## config.mk

```make
export PLATFORM = sky130hd
export DESIGN_NAME = adc_frame_align_flat
export DESIGN_NICKNAME = d
export VERILOG_FILES = /design/src/rtl/adc_frame_align_pkg.sv /design/src/rtl/adc_frame_align_if.sv /design/src/rtl/adc_frame_align_lane_window_slip.sv /design/src/rtl/adc_frame_align.sv /design/src/flat_wrapper.sv
export SDC_FILE = /design/constraint.sdc
export NUM_CORES = 1
export LEC_CHECK = 0
export CORE_MARGIN = 2
export CORE_UTILIZATION = 45
export DETAILED_ROUTE_END_ITERATION = 7
export PLACE_DENSITY = 0.69
export RECOVER_POWER = 25
export SYNTH_ARGS = -nofsm -noshare
export SYNTH_HDL_FRONTEND = slang
export SYNTH_HIERARCHICAL = 1
export SYNTH_SLANG_ARGS = --single-unit
export TNS_END_PERCENT = 5
```

## constraint.sdc

```tcl
create_clock -name clk_in -period 3.77 [get_ports clk_in]
set_clock_uncertainty 0.2 [all_clocks]
set_input_delay 0.9425 -clock clk_in [delete_from_list [all_inputs] [get_ports clk_in]]
set_output_delay 0.9425 -clock clk_in [all_outputs]
set_load 0.02 [all_outputs]
```

## src/rtl/adc_frame_align_pkg.sv

```systemverilog
// adc_frame_align_pkg: shared FSM states, command sub-addresses and error counter width
package adc_frame_align_pkg;
    typedef enum logic [2:0] {ST_SETTLE, ST_SEARCH, ST_VERIFY, ST_LOCKED, ST_MANUAL} state_t;
    localparam logic [7:0] SUB_REALIGN = 8'd0;
    localparam logic [7:0] SUB_MANUAL  = 8'd1;
    localparam logic [7:0] SUB_CLR_ERR = 8'd2;
    localparam int ERR_W = 16;
endpackage

```

## src/rtl/adc_frame_align_if.sv

```systemverilog
// adc_frame_align_if: shared command bus (one-cycle strobe, 16-bit address, 16-bit data)
interface adc_frame_align_if;
    logic        cmd_trig_in;
    logic [15:0] cmd_addr_in;
    logic [15:0] cmd_data_in;
    modport master (output cmd_trig_in, cmd_addr_in, cmd_data_in);
    modport slave  (input  cmd_trig_in, cmd_addr_in, cmd_data_in);
endinterface

```

## src/rtl/adc_frame_align_lane_window_slip.sv

```systemverilog
// adc_frame_align_lane_window_slip: per-lane {prev, cur} window with registered slip select
// ports: raw word in (MSB earliest), slip offset, registered aligned word out
module adc_frame_align_lane_window_slip #(
    parameter int N_SERIAL = 4,
    parameter int SW       = (N_SERIAL > 1) ? $clog2(N_SERIAL) : 1
) (
    input  logic                clk_in,
    input  logic                rst_in,
    input  logic [N_SERIAL-1:0] raw,
    input  logic [SW-1:0]       slip,
    output logic [N_SERIAL-1:0] aligned
);
    logic [N_SERIAL-1:0]   prev;
    logic [2*N_SERIAL-1:0] win;

    assign win = {prev, raw};

    always_ff @(posedge clk_in) begin
        if (rst_in) begin
            prev    <= '0;
            aligned <= '0;
        end else begin
            prev    <= raw;
            aligned <= win[2*N_SERIAL-1-int'(slip) -: N_SERIAL];
        end
    end
endmodule

```

## src/rtl/adc_frame_align.sv

```systemverilog
// adc_frame_align: frame-lane word aligner, lock supervisor and sample assembler for LVDS ADCs
// ports: clk_in/rst_in, cmd bus (slave), raw lane/frame words in; samples, frame word,
//        valid, lock, sticky sweep failure, slip offset and saturating error count out
module adc_frame_align import adc_frame_align_pkg::*; #(
    parameter int                N_CH          = 2,
    parameter int                LANES_PER_CH  = 4,
    parameter int                N_SERIAL      = 4,
    parameter logic [N_SERIAL-1:0] FR_PATTERN  = 4'b1100,
    parameter logic [7:0]        CMD_ADDR      = 8'h33,
    parameter int                LOCK_COUNT    = 16,
    parameter int                MISS_LIMIT    = 4,
    parameter int                SETTLE_CYCLES = 3,
    localparam int               SAMPLE_BITS   = LANES_PER_CH * N_SERIAL,
    localparam int               N_LANES       = N_CH * LANES_PER_CH,
    localparam int               SW            = (N_SERIAL > 1) ? $clog2(N_SERIAL) : 1
) (
    input  logic                          clk_in,
    input  logic                          rst_in,
    adc_frame_align_if.slave              cmd,
    input  logic [N_LANES*N_SERIAL-1:0]   lane_data_in,
    input  logic [N_SERIAL-1:0]           frame_data_in,
    output logic [N_CH*SAMPLE_BITS-1:0]   sample_out,
    output logic                          sample_valid_out,
    output logic [N_SERIAL-1:0]           frame_out,
    output logic                          locked_out,
    output logic                          fail_out,
    output logic [SW-1:0]                 slip_out,
    output logic [ERR_W-1:0]              err_count_out
);
    state_t state, state_d;
    logic [SW-1:0] slip;
    logic [15:0] settle_cnt, match_cnt, miss_cnt, sweep_cnt;
    logic [ERR_W-1:0] err_cnt;
    logic fail, fr_match, cmd_ok, settle_done, lock_done, miss_done, slip_step;
    logic [7:0] sub;
    logic [N_SERIAL-1:0] al [N_LANES+1];
    logic [(N_LANES+1)*N_SERIAL-1:0] all_raw;
    logic [N_CH*SAMPLE_BITS-1:0] asm_smp;

    // frame lane rides as the extra top lane so every lane shares one slip
    assign all_raw = {frame_data_in, lane_data_in};

    for (genvar i = 0; i <= N_LANES; i++) begin : g_lane
        adc_frame_align_lane_window_slip #(.N_SERIAL(N_SERIAL), .SW(SW)) u_win (
            .clk_in (clk_in),
            .rst_in (rst_in),
            .raw    (all_raw[i*N_SERIAL +: N_SERIAL]),
            .slip   (slip),
            .aligned(al[i])
        );
    end

    assign cmd_ok      = cmd.cmd_trig_in && cmd.cmd_addr_in[15:8] == CMD_ADDR;
    assign sub         = cmd.cmd_addr_in[7:0];
    assign fr_match    = al[N_LANES] == FR_PATTERN;
    assign settle_done = settle_cnt == 16'(SETTLE_CYCLES - 1);
    assign lock_done   = match_cnt == 16'(LOCK_COUNT - 1);
    assign miss_done   = miss_cnt == 16'(MISS_LIMIT - 1);
    assign slip_step   = (state == ST_SEARCH || state == ST_VERIFY) && !fr_match;

    always_ff @(posedge clk_in) begin
        state <= rst_in ? ST_SETTLE : state_d;
    end

    always_comb begin
        state_d = state;
        case (state)
            ST_SETTLE: state_d = settle_done ? ST_SEARCH : ST_SETTLE;
            ST_SEARCH: state_d = !fr_match ? ST_SETTLE : (LOCK_COUNT == 1) ? ST_LOCKED : ST_VERIFY;
            ST_VERIFY: state_d = !fr_match ? ST_SETTLE : lock_done ? ST_LOCKED : ST_VERIFY;
            ST_LOCKED: state_d = (!fr_match && miss_done) ? ST_SEARCH : ST_LOCKED;
            default:   state_d = state;
        endcase
        if (cmd_ok && sub == SUB_REALIGN) state_d = ST_SETTLE;
        else if (cmd_ok && sub == SUB_MANUAL) state_d = ST_MANUAL;
    end

    always_comb begin
        locked_out    = state == ST_LOCKED;
        slip_out      = slip;
        fail_out      = fail;
        err_count_out = err_cnt;
    end

    always_ff @(posedge clk_in) begin
        if (rst_in || (cmd_ok && sub == SUB_REALIGN)) begin
            slip       <= '0;
            settle_cnt <= '0;
            match_cnt  <= '0;
            miss_cnt   <= '0;
            sweep_cnt  <= '0;
            err_cnt    <= '0;
            fail       <= 1'b0;
        end else if (cmd_ok && sub == SUB_MANUAL) begin
            slip       <= SW'(cmd.cmd_data_in % 16'(N_SERIAL));
            settle_cnt <= '0;
            match_cnt  <= '0;
            miss_cnt   <= '0;
        end else begin
            settle_cnt <= (state == ST_SETTLE && !settle_done) ? settle_cnt + 16'd1 : '0;
            match_cnt  <= (state == ST_SEARCH && fr_match) ? 16'd1 :
                          (state == ST_VERIFY && fr_match) ? match_cnt + 16'd1 : '0;
            miss_cnt   <= (state == ST_LOCKED && !fr_match && !miss_done) ? miss_cnt + 16'd1 : '0;
            if (slip_step) slip <= (slip == SW'(N_SERIAL - 1)) ? '0 : slip + SW'(1);
            // sweep count saturates once the failure threshold is reached
            sweep_cnt  <= slip_step ? ((sweep_cnt == 16'(2*N_SERIAL)) ? sweep_cnt : sweep_cnt + 16'd1) :
                          (state_d == ST_LOCKED) ? '0 : sweep_cnt;
            fail       <= fail || (slip_step && sweep_cnt >= 16'(2*N_SERIAL - 1));
            err_cnt    <= (cmd_ok && sub == SUB_CLR_ERR) ? '0 :
                          (state == ST_LOCKED && !fr_match && err_cnt != '1) ? err_cnt + ERR_W'(1) : err_cnt;
        end
    end

    // time slot k of lane l lands at sample bit SAMPLE_BITS-1-(k*LANES_PER_CH+l)
    always_comb begin
        asm_smp = '0;
        for (int c = 0; c < N_CH; c++)
            for (int l = 0; l < LANES_PER_CH; l++)
                for (int k = 0; k < N_SERIAL; k++)
                    asm_smp[c*SAMPLE_BITS + SAMPLE_BITS-1-(k*LANES_PER_CH+l)] = al[c*LANES_PER_CH+l][N_SERIAL-1-k];
    end

    always_ff @(posedge clk_in) begin
        if (rst_in) begin
            sample_out       <= '0;
            frame_out        <= '0;
            sample_valid_out <= 1'b0;
        end else begin
            sample_out       <= asm_smp;
            frame_out        <= al[N_LANES];
            sample_valid_out <= state == ST_LOCKED || state == ST_MANUAL;
        end
    end
endmodule

```

## src/flat_wrapper.sv

```systemverilog
// flat-port wrapper written by rule: the top's interface ports become plain ports
module adc_frame_align_flat import adc_frame_align_pkg::*;
#(
    parameter int                N_CH          = 2,
    parameter int                LANES_PER_CH  = 4,
    parameter int                N_SERIAL      = 4,
    parameter logic [N_SERIAL-1:0] FR_PATTERN  = 4'b1100,
    parameter logic [7:0]        CMD_ADDR      = 8'h33,
    parameter int                LOCK_COUNT    = 16,
    parameter int                MISS_LIMIT    = 4,
    parameter int                SETTLE_CYCLES = 3,
    localparam int               SAMPLE_BITS   = LANES_PER_CH * N_SERIAL,
    localparam int               N_LANES       = N_CH * LANES_PER_CH,
    localparam int               SW            = (N_SERIAL > 1) ? $clog2(N_SERIAL) : 1
)
  (clk_in, rst_in, lane_data_in, frame_data_in, sample_out, sample_valid_out, frame_out, locked_out, fail_out, slip_out, err_count_out, cmd_cmd_trig_in, cmd_cmd_addr_in, cmd_cmd_data_in);
  adc_frame_align_if cmd_i ();
  input  logic clk_in;
  input  logic rst_in;
  input  logic [N_LANES*N_SERIAL-1:0] lane_data_in;
  input  logic [N_SERIAL-1:0] frame_data_in;
  output logic [N_CH*SAMPLE_BITS-1:0] sample_out;
  output logic sample_valid_out;
  output logic [N_SERIAL-1:0] frame_out;
  output logic locked_out;
  output logic fail_out;
  output logic [SW-1:0] slip_out;
  output logic [ERR_W-1:0] err_count_out;
  input wire logic [$bits(cmd_i.cmd_trig_in)-1:0] cmd_cmd_trig_in;
  input wire logic [$bits(cmd_i.cmd_addr_in)-1:0] cmd_cmd_addr_in;
  input wire logic [$bits(cmd_i.cmd_data_in)-1:0] cmd_cmd_data_in;
  assign cmd_i.cmd_trig_in = cmd_cmd_trig_in;
  assign cmd_i.cmd_addr_in = cmd_cmd_addr_in;
  assign cmd_i.cmd_data_in = cmd_cmd_data_in;
  adc_frame_align #(.N_CH(N_CH), .LANES_PER_CH(LANES_PER_CH), .N_SERIAL(N_SERIAL), .FR_PATTERN(FR_PATTERN), .CMD_ADDR(CMD_ADDR), .LOCK_COUNT(LOCK_COUNT), .MISS_LIMIT(MISS_LIMIT), .SETTLE_CYCLES(SETTLE_CYCLES)) u_core (.clk_in(clk_in), .rst_in(rst_in), .cmd(cmd_i), .lane_data_in(lane_data_in), .frame_data_in(frame_data_in), .sample_out(sample_out), .sample_valid_out(sample_valid_out), .frame_out(frame_out), .locked_out(locked_out), .fail_out(fail_out), .slip_out(slip_out), .err_count_out(err_count_out));
endmodule
```

==> impl_metrics.env <==
export IMPL_hpwl_microns=11300
export IMPL_post_route_util_pct=56.0
export IMPL_post_cts_setup_buffers=0
export IMPL_path_buf_inv=1
export IMPL_ys_seq_area_share_pct=48.3
export IMPL_dieArea_sq_um=19000
export IMPL_grt_max_degree=58
export IMPL_status="completed"
export IMPL_io_pins=128
export IMPL_clock_root_buffer="clkbuf_16"
export IMPL_syn_nets=903
export IMPL_cts_clk_slew_worst_paths_ps=70
export IMPL_synth_async_reset_ratio_pct=0
export IMPL_clk_path_buf_depth=2
export IMPL_cts_tree="built"
export IMPL_rr_worst_depth=7
export IMPL_grt_usage_pct=17.4
export IMPL_fillCellCount=1608
export IMPL_synth_cells=824
export IMPL_hold_class="register to register"
export IMPL_fin_hold_ws_ps=237
export IMPL_wirelength_microns=16200
export IMPL_crit_reg2reg_launch="u_core/err_count_out[0]"
export IMPL_yosys_warnings=6
export IMPL_cts_resized=0
export IMPL_place_gp_congestion=0.816
export IMPL_post_place_cells=1151
export IMPL_h_tree_depth=4
export IMPL_drv_cap=0
export IMPL_rows=49
export IMPL_cts_buffers=17
export IMPL_synth_seq_cells=195
export IMPL_portBuffers=113
export IMPL_cts_sinks=195
export IMPL_avgSynthCellArea_sq_um=9.81
export IMPL_core_sq_um=17800
export IMPL_min_period_ps=3160
export IMPL_syn_to_final_growth_pct=23.2
export IMPL_hold_end="u_core/sample_out[12]"
export IMPL_clkLatencyLatePin_ps=430
export IMPL_netlist_cell_type_count=67
export IMPL_fmax_mhz=317
export IMPL_final_common_cell="dfxtp_1"
export IMPL_start_kind="register"
export IMPL_powerDensity_nw_per_um2=447
export IMPL_grt_overflow=0
export IMPL_p_leak_uw=0.00354
export IMPL_crit_chain="nand2_1, nor2_1, clkdlybuf4s50_1"
export IMPL_drtIter0Drc=295
export IMPL_r2r_end="u_core/err_count_out[14]"
export IMPL_critPathSlowestCell="clkdlybuf4s50_1"
export IMPL_slew_limit_headroom_pct=22.8
export IMPL_rsz0062_at_grt="false"
export IMPL_wl_per_cell_microns=13.7
export IMPL_die_h_microns=138
export IMPL_critical_path_top_delay_family="buffers and inverters"
export IMPL_syn_area_sq_um=8080
export IMPL_die_x_microns=138
export IMPL_worstMarginPinSlew_ps=1160
export IMPL_grt_antenna_before_repair=0
export IMPL_start_util_pct=45.5
export IMPL_worstPathRequired_ps=2630
export IMPL_drc=0
export IMPL_hold_start="u_core/g_lane[3].u_win/aligned[3]"
export IMPL_fin_total_pwr_uw=4450
export IMPL_worstPathArrival_ps=2010
export IMPL_min_period_over_period_pct=83.7
export IMPL_vias=6152
export IMPL_slowest_delay_ps=650
export IMPL_vias_per_cell=5.20
export IMPL_setup_viol=0
export IMPL_setup_worst_path_end_class="output port"
export IMPL_grt_pass1_wl_microns=27600
export IMPL_synth_ff_type="dfxtp_1"
export IMPL_fin_setup_tns_ps=0
export IMPL_crit_fanout=10
export IMPL_synth_edf_count=0
export IMPL_finalNonFillerCells=1183
export IMPL_drive_above_1_share_pct=6.92
export IMPL_final_cell_mix="dfxtp_1, clkdlybuf4s50_1, nor2_1"
export IMPL_first_global_vias=5816
export IMPL_diodes=0
export IMPL_final_nets=1020
export IMPL_hold_viol=0
export IMPL_first_pass_iters=5
export IMPL_whs_path_depth=1
export IMPL_slew_viol_final=0
export IMPL_antenna_left=0
export IMPL_crit_type="register to output port"
export IMPL_vdd_ir_drop_max_mv=0.325
export IMPL_cts_hold_buf=0
export IMPL_r2r_setup_slack_ps=1160
worst register-to-register path, delay by kind of cell (launching register included):
kind,cells,cell delay [ps]
simple gates,4,1050
compound gates,2,660
flops,1,370
fa+ha+maj,1,270
synth_stat cells, drive strengths merged, types with 2 or more instances:
master   number  share of area [%]
nand4bb       2               0.28
a21oi        25                1.5
clkbuf       11               0.76
xnor2        30                3.3
and2          5               0.39
and4          6               0.67
a31oi         6               0.46
a31o          2               0.22
and3         22                1.7
nand3        34                2.1
dfxtp       195                 48
buf          18                2.0
nor3         19                1.2
or2          12               0.93
inv          12               0.56
o21ai        15               0.93
or4           7               0.79
a211oi        4               0.37
or3          15                1.2
and4b         2               0.25
nand4        18                1.4
ha            8                1.2
and2b        36                3.3
nor4         17                1.7
nand2b       11               0.85
mux2i        61                7.6
o211ai        3               0.34
nand2        37                1.7
xor2         19                2.1
o22ai        37                2.9
nor2b        37                2.9
nor4b         3               0.33
a21boi        2               0.19
nor2         76                3.6
final cells by class:
| type | count | area [sq um] | share of cell area [%] |
|---|---|---|---|
| Clock inverter | 15 | 149 | 1.50 |
| Sequential cell | 195 | 3910 | 39.2 |
| Clock buffer | 17 | 425 | 4.27 |
| Tap cell | 229 | 287 | 2.88 |
| Timing Repair Buffer | 127 | 1220 | 12.3 |
| Inverter | 12 | 45.0 | 0.452 |
| Multi-Input combinational cell | 588 | 3920 | 39.4 |
cells by family (layout without fill, tap and decap cells):
logic type / after synthesis / count (layout) / synth area share [%]
XOR/XNOR: 49 / 49 / 5.31
flip-flops: 195 / 195 / 48.3
AND/OR/NAND/NOR: 363 / 363 / 25.7
multiplexers: 61 / 61 / 7.56
adder cells (fa/ha/maj): 8 / 8 / 1.24
AO/OA/AOI/OAI: 107 / 107 / 8.61
buffers and inverters: 41 / 171 / 3.28
flip-flops by register name, indices dropped and copies added, names as in the netlist, 3 cells and up:
register	count
u_core/g_lane.u_win/prev	36
u_core/settle_cnt	16
u_core/state	3
u_core/sample_out	32
u_core/err_count_out	16
u_core/frame_out	4
u_core/sweep_cnt	16
u_core/miss_cnt	16
u_core/g_lane.u_win/aligned	36
u_core/match_cnt	16
how the worst max path moves through the flow:
| stage | cells past startpoint | endpoint | startpoint | slack, ps |
|---|---|---|---|---|
| 5_1_grt | 6 | u_core/err_count_out[5] | rst_in | 420 |
| 6_report | 3 | locked_out | u_core/state[1] | 610 |
| 3_3_place_gp | 7 | u_core/err_count_out[14] | cmd_cmd_addr_in[14] | 250 |
| 4_1_cts | 3 | locked_out | u_core/state[1] | 610 |
| 2_1_floorplan | 6 | u_core/err_count_out[5] | cmd_cmd_addr_in[14] | 780 |
| 3_5_place_dp | 7 | u_core/sweep_cnt[0] | cmd_cmd_addr_in[14] | 220 |
power by group:
part           leakage [uW]  switching, uW  internal [uW]
Sequential          0.00159           47.5           2150
Clock              0.000277            852            879
Combinational       0.00167            264            260
Total               0.00354           1160           3290
per-layer routing:
metal	up-vias	wire length [microns]	global-route usage [%]
met5	-	0	0
met4	0	183	5.32
met3	11	986	6.44
met2	107	7530	27.4
met1	2868	7480	22.3
li1	3166	-	-
per-stage QoR:
step                setup WS, ps  instance area, sq um
floorplan                    780                  8080
global placement             249                  9390
detailed placement           218                  9390
CTS                          610                  9960
global route                 420                  9960
finish                       613                  9960
Power figures use the tool's default switching activity.
